[src/rtl/led_runner_if.sv]
// LED runner control/LED bundle. step_o/wrap_o exist only when
// LED_RUNNER_STEP_OUT_EN is defined.
interface led_runner_if #(parameter int NumLeds = 8);
  logic               enable_i;
  logic               sig_1hz_ni;
  logic [1:0]         mode_i;
  logic [NumLeds-1:0] leds_o;
`ifdef LED_RUNNER_STEP_OUT_EN
  logic               step_o;
  logic               wrap_o;

  modport master (output enable_i, sig_1hz_ni, mode_i, input leds_o, step_o, wrap_o);
  modport slave  (input enable_i, sig_1hz_ni, mode_i, output leds_o, step_o, wrap_o);
`else
  modport master (output enable_i, sig_1hz_ni, mode_i, input leds_o);
  modport slave  (input enable_i, sig_1hz_ni, mode_i, output leds_o);
`endif
endinterface

[src/rtl/led_runner.sv]
// Running-light LED bar: one step per falling edge of the active-low 1 Hz tick.
// Optional step_o/wrap_o pulse outputs are built when LED_RUNNER_STEP_OUT_EN is defined.
module led_runner #(
  parameter  int NumLeds = 8,
  localparam int PosW    = $clog2(NumLeds + 1)
) (
  input logic         clk_i,
  input logic         rst_i,
  led_runner_if.slave bus
);
  typedef enum logic [1:0] {S_WRAP_L = 2'b00, S_WRAP_R = 2'b01, S_BOUNCE = 2'b10, S_FILL = 2'b11} state_t;

  localparam logic [PosW-1:0] LAST = PosW'(NumLeds - 1);
  localparam logic [PosW-1:0] FULL = PosW'(NumLeds);

  state_t          state_q, state_d;
  logic [1:0]      mode_q, mode_d;
  logic [PosW-1:0] pos_q, pos_d, level_q, level_d;
  logic            dir_up_q, dir_up_d;
  logic            sig_q;
  logic            step, reload, wrap;
  logic [NumLeds:0] shifted;

  assign step   = bus.enable_i & sig_q & ~bus.sig_1hz_ni;
  assign reload = step && (bus.mode_i != mode_q);

  always_ff @(posedge clk_i or posedge rst_i) begin
    if (rst_i) begin
      sig_q    <= 1'b1;
      state_q  <= S_WRAP_L;
      mode_q   <= 2'b00;
      pos_q    <= '0;
      level_q  <= '0;
      dir_up_q <= 1'b1;
    end else begin
      sig_q    <= bus.sig_1hz_ni;
      state_q  <= state_d;
      mode_q   <= mode_d;
      pos_q    <= pos_d;
      level_q  <= level_d;
      dir_up_q <= dir_up_d;
    end
  end

  // Reload (mode change) wins over advance and never counts as a wrap.
  always_comb begin
    state_d  = state_q;
    mode_d   = mode_q;
    pos_d    = pos_q;
    level_d  = level_q;
    dir_up_d = dir_up_q;
    wrap     = 1'b0;
    if (reload) begin
      mode_d  = bus.mode_i;
      state_d = state_t'(bus.mode_i);
      case (state_t'(bus.mode_i))
        S_WRAP_L: pos_d = '0;
        S_WRAP_R: pos_d = LAST;
        S_BOUNCE: begin pos_d = '0; dir_up_d = 1'b1; end
        default:  level_d = PosW'(1);
      endcase
    end else if (step) begin
      case (state_q)
        S_WRAP_L: begin
          wrap  = (pos_q == LAST);
          pos_d = wrap ? '0 : pos_q + PosW'(1);
        end
        S_WRAP_R: begin
          wrap  = (pos_q == '0);
          pos_d = wrap ? LAST : pos_q - PosW'(1);
        end
        S_BOUNCE: begin
          if (dir_up_q) begin
            if (pos_q == LAST) begin dir_up_d = 1'b0; pos_d = LAST - PosW'(1); end
            else pos_d = pos_q + PosW'(1);
          end else begin
            if (pos_q == '0) begin dir_up_d = 1'b1; pos_d = PosW'(1); end
            else pos_d = pos_q - PosW'(1);
          end
          wrap = (pos_d == '0);
        end
        default: begin
          wrap    = (level_q == FULL);
          level_d = wrap ? '0 : level_q + PosW'(1);
        end
      endcase
    end
  end

  // Shift at NumLeds+1 bits so a full fill level yields all-ones after the -1.
  always_comb begin
    if (state_q == S_FILL) shifted = ((NumLeds+1)'(1) << level_q) - (NumLeds+1)'(1);
    else                   shifted = (NumLeds+1)'(1) << pos_q;
  end
  assign bus.leds_o = shifted[NumLeds-1:0];

`ifdef LED_RUNNER_STEP_OUT_EN
  always_ff @(posedge clk_i or posedge rst_i) begin
    if (rst_i) begin
      bus.step_o <= 1'b0;
      bus.wrap_o <= 1'b0;
    end else begin
      bus.step_o <= step;
      bus.wrap_o <= wrap;
    end
  end
`endif
endmodule

[src/flat_wrapper.sv]
// flat-port wrapper written by rule: the top's interface ports become plain ports
module led_runner_flat 
#(
  parameter  int NumLeds = 8,
  localparam int PosW    = $clog2(NumLeds + 1)
)
  (clk_i, rst_i, bus_enable_i, bus_sig_1hz_ni, bus_mode_i, bus_leds_o);
  led_runner_if #(.NumLeds(NumLeds)) bus_i ();
  input logic clk_i;
  input logic rst_i;
  input wire logic [$bits(bus_i.enable_i)-1:0] bus_enable_i;
  input wire logic [$bits(bus_i.sig_1hz_ni)-1:0] bus_sig_1hz_ni;
  input wire logic [$bits(bus_i.mode_i)-1:0] bus_mode_i;
  output wire logic [$bits(bus_i.leds_o)-1:0] bus_leds_o;
  assign bus_i.enable_i = bus_enable_i;
  assign bus_i.sig_1hz_ni = bus_sig_1hz_ni;
  assign bus_i.mode_i = bus_mode_i;
  assign bus_leds_o = bus_i.leds_o;
  led_runner #(.NumLeds(NumLeds)) u_core (.clk_i(clk_i), .rst_i(rst_i), .bus(bus_i));
endmodule
[config.mk]
export PLATFORM = sky130hd
export DESIGN_NAME = led_runner_flat
export DESIGN_NICKNAME = d
export VERILOG_FILES = /design/src/rtl/led_runner_if.sv /design/src/rtl/led_runner.sv /design/src/flat_wrapper.sv
export SDC_FILE = /design/constraint.sdc
export NUM_CORES = 1
export LEC_CHECK = 0
export CAP_MARGIN = 15
export CORE_UTILIZATION = 40
export DETAILED_ROUTE_END_ITERATION = 10
export PLACE_DENSITY = 0.73
export SKIP_LAST_GASP = 1
export SYNTH_ARGS = -nofsm -noshare
export SYNTH_HDL_FRONTEND = slang
export SYNTH_SLANG_ARGS = --single-unit
[constraint.sdc]
create_clock -name clk_i -period 2.2 [get_ports clk_i]
set_input_delay 0.33 -clock clk_i [delete_from_list [all_inputs] [get_ports clk_i]]
set_output_delay 0.33 -clock clk_i [all_outputs]
set_load 0.02 [all_outputs]
* Word-level counts from Yosys, hierarchy flattened
Index checks and enable logic that the tools add are counted.
** Cells by class
- Add/subtract/negate cells :: 4
- Eq/ne operators :: 12
- Shifts and indexed selects :: 2
- Multiplexer cells :: 22
- Bitwise operators :: 3
- Reduce and logical (&&, ||, !) cells :: 13
** Operators by type and width (count)
- $mux 4 :: 12
- $shl 1x4->8 const A :: 2
- $pmux 4 s3 :: 1
- $reduce_and 3->1 :: 3
- $add 4x1->4 const B :: 2
- $mux 8 :: 1
- $pmux 4 s2 :: 1
- $sub 8x2->8 const B :: 1
- $mux 1 :: 7
- $eq 2x2->1 const B :: 3
- $reduce_or 3->1 :: 2
- $eq 2x1->1 const B :: 2
- $eq 4x3->1 const B :: 1
- $eq 4x4->1 const B :: 1
- $logic_not 2->1 :: 2
- $logic_not 4->1 :: 1
- $ne 2x2->1 const B :: 2
- $reduce_bool 2->1 :: 2
- $reduce_bool 4->1 :: 1
- $sub 4x1->4 const B :: 1
- $ne 3x3->1 const B :: 1
- $and 1x1->1 :: 2
- $ne 2x1->1 const B :: 1
- $ne 2x2->1 :: 1
- other kinds (3) :: 3
** Word-level totals
- Register bits after elaboration :: 12
- Input port bits :: 6
- Output and inout bits :: 8
- Logic and storage cells :: 61

* Logic depth before layout (Yosys ltp)
- Word-level depth :: 6
- Gate-level depth with buffers :: 10
- Gate-level depth less buffers :: 9

* Least setup slack after synthesis
No wires, ideal clock.
- Kind :: register -> output
- Start :: register u_core.level_q[0]
- End :: output bus_leds_o[6]
- Arrival :: 1916 ps
- Required time :: 1870 ps
- Slack :: -46 ps
- Cell stages (with the launch flop) :: 11
- Path buffers :: 1
- Cell sequence :: dfrtp_1 -> inv_1 -> ha_1 -> clkbuf_1 -> nand2_1 -> ha_1 -> nand2b_1 -> o311ai_0 -> o31ai_1 -> o221ai_1 -> o41ai_1
** Between the ends
- Cells in the longest elaborated chain, start to end :: 3
** Ends and longest elaborated chain
- start, declared :: line led_runner.sv:18 : logic [PosW-1:0] pos_q, pos_d, level_q, level_d;
- start signal, assigned :: line led_runner.sv:40 : level_q <= level_d;
- $shl 1x4->8 :: line led_runner.sv:92 : if (state_q == S_FILL) shifted = ((NumLeds+1)'(1) << level_q) - (NumLeds+1)'(1);
- $sub 8x2->8 :: line led_runner.sv:92
- $mux 8 :: line led_runner.sv:92
- end, declared :: line flat_wrapper.sv:14 : output wire logic [$bits(bus_i.leds_o)-1:0] bus_leds_o;
Every way passes these cells.

* Final worst setup path
Same ends and word-level chain as after synthesis.

==> results.yml <==
outcome:
  status: "finished with violations"
  violations: "negative setup slack"
sta:
  layout_setup_ws_ns: -0.2085
  fin_crit_ns: 2.408
  drv_slew: 0
  hold_slack_ns: 0.3568
  finalSetupViolations: 4
  rsz0062_at_grt: "yes"
  relSlewSlack_pct: 67.66
  period_share_pct: 109.5
  fin_skew_ns: 0.0005603
  fmax_mhz: 415.2
  worst_pin_slew_ns: 0.4814
  hold_violations: 0
layout:
  layout_common_cells: "buf_4, nand2_1, o21ai_0, nor2_1, ha_1"
  syn_to_final_growth_pct: 37.33
  nets: 241
  antenna_cells: 0
  layout_commonest_cell: "buf_4"
  layout-drive-gt1-share_pct: 31.16
synth:
  synthFlopType: "dfrtp_1"
  ys_types: 48
  yosys-top-cells-area: "dfrtp_1, ha_1, o21ai_0, nand2_1, dfstp_2"
  syn_nets: 205
  synth_top_area_cell: "dfrtp_1"
  netlist_instances: 180
  synth_edf_count: 0
  syn-mean-instance-area_um2: 7.709
  postSynth.asyncResetShare_pct: 100.0
  ys_ff_latch: 12
  ys_seq_area_share_pct: 21.82
  synth_area_mm2: 0.001388
  yosysWarnings: 0
  yosys.area.top_type_share_pct: 18.03
drt:
  post-route-drc-count: 0
  wire_per_inst_um: 13.77
  drt_first_pass_iters: 4
  routed_via_density: 5.467
  vias: 1427
  ant_nets: 0
  wirelength_mm: 3.594
  drt-initial-drc-count: 65
cts:
  clock-sinks: 12
  insertion_delay_ns: 0.27
  cts_root_buffer: "clkbuf_4"
  clock_path_buffers: 2
  tritoncts: "built"
  clk_pin_slew_ns: 0.07
  htreeDepth: 1
  cts_inserted_buffers: 3
pwr:
  p_seq_share_pct: 19.8
  netSwitchingFraction_pct: 46.90
  peakVddDrop_v: 0.0005458
  power.total_w: 0.001872
  p_switching_w: 0.0008782
  internal_power_w: 0.0009941
  power.share.clock_pct: 9.4
  p_comb_share_pct: 70.7
  p_leak_nw: 0.8174
  power_density_mw_per_mm2: 982.5
setup_path:
  crit_chain: "ha_2 -> ha_2 -> nand2b_4 -> o311ai_4 -> o31ai_2 -> o221ai_2 -> o41ai_4 -> buf_4"
  cp-start-kind: "flip-flop"
  ff2ff_path_depth: 7
  crit_cells: 8
  cp_data_required_time_ns: 1.87
  path_max_fanout: 5
  max_stage_delay_ns: 0.45
  crit_family: "compound AO/OA/AOI/OAI gates"
  path_buf_inv: 1
  cp-end-kind: "output port"
  crit_path_top_delay_cell: "dfrtp_2"
  crit_top_cell: "ha_2"
  arrival_ns: 2.08
  crit_type: "reg2out"
floorplanning:
  rows: 21
  core-area_mm2: 0.003337
  boundaryPins: 14
  die_w_um: 60.90
  die_area_mm2: 0.003708
  die_h_um: 60.90
  start_util_pct: 41.58
place:
  globalplace.congestion: 0.9123
  post-dp-hpwl_mm: 2.643
  preCtsSetupSlack_ns: -0.4835
  port-buffer-count: 13
job:
  cap_violations: 0
global_route:
  grt_pass1_vias: 1262
  grt_start_max_net_pins: 13
  grt_pass1_wl_mm: 5.920
  grt_antenna_before_repair: 0
  track_usage_pct: 21.90
  grt_remaining_overflow: 0
hold_path:
  hp-class: "in2async"
metrics by stage:
stage                     setup TNS [ns]  std cells  utilization (%)  instance area [um2]
after floorplan                        0        180                -                 1431
after global placement            -1.703        254            52.04                 1737
after detailed placement          -1.793        254            52.04                 1737
after CTS                        -0.4217        261            56.02                 1869
after global routing              -1.014        261            57.11                 1906
final                            -0.3445        261            57.11                 1906
Yosys cell counts, drive strengths merged, types with 3 or more instances:
cell type and count:
clkbuf 5, buf 3, o21ai 17, dfrtp 10, nor3 3, ha 19, nand3 5, a21oi 8
nor2 15, nand2 22, a31oi 4, nor2b 3, xnor2 4, and3 4, inv 13, a2bb2oi 3
nand2b 4
final cells by class:
type	instances	area (um2)
fillers	325	1431
multi-input cells	147	1155
flip-flops and latches	12	304.0
repair buffers	39	304.0
well taps	46	57.56
inverters	13	48.80
clock buffers	4	36.28
worst reg2reg max path: stages (launching register included):
cell       delay (ns)
dfrtp_1          0.38
buf_4            0.16
ha_1             0.26
ha_1             0.32
nand2_1          0.08
o221ai_1         0.10
a311oi_1         0.36
a2bb2oi_1        0.20
power by group through the flow:
stage	registers (W)	logic (W)	clock network, W
2_1_floorplan	0.000350	0.000763	0
3_3_place_gp	0.000363	0.00112	0
3_5_place_dp	0.000367	0.00114	0
4_1_cts	0.000365	0.00127	0.000182
5_1_grt	0.000381	0.00146	0.000197
6_report	0.000372	0.00132	0.000176
worst paths after layout:
path | from | endpoint | slack (ns)
max | u_core.level_q[0] | bus_leds_o[6] | -0.21
min in group clk_i | bus_sig_1hz_ni | u_core.sig_q | 0.50
max reg2reg | u_core.pos_q[0] | u_core.pos_q[2] | 0.25
min | rst_i | u_core.mode_q[1] | 0.36
max in group asynchronous | rst_i | u_core.dir_up_q | 1.50
min reg2reg | u_core.pos_q[3] | u_core.pos_q[3] | 0.58
layer usage:
layer  vias to the layer above  track usage, %  part of all wire (%)
met3                         7           2.559                   4.1
met2                        47           37.05                    49
met4                         0           6.818                   1.5
met1                       645           29.23                    46
li1                        728               -                     -
met5                         -               0                     0
repair_timing:
| item | 4_1_cts | 5_1_grt |
|---|---|---|
| pin swaps | 12 | 3 |
| setup buffers | 5 | 0 |
| endpoints found under the setup margin | 8 | 8 |
| hold endpoints to repair | 0 | 0 |
| hold buffers | 0 | 0 |
| resized for setup | 56 | 12 |
cell families after synthesis:
| logic type | count (synthesis) | synth area share (%) |
|---|---|---|
| simple gates | 69 | 24.89 |
| compound gates | 54 | 26.24 |
| buf+inv | 21 | 6.762 |
| fa+ha+maj | 19 | 17.13 |
| flops | 12 | 21.82 |
| xor+xnor | 5 | 3.156 |
flip-flops by register name (all words and copies together) (netlist names):
signal and count:
u_core.pos_q 4, u_core.sig_q 1, u_core.level_q 4, u_core.mode_q 2, u_core.dir_up_q 1
No activity file was read; power rests on OpenSTA's default activity.
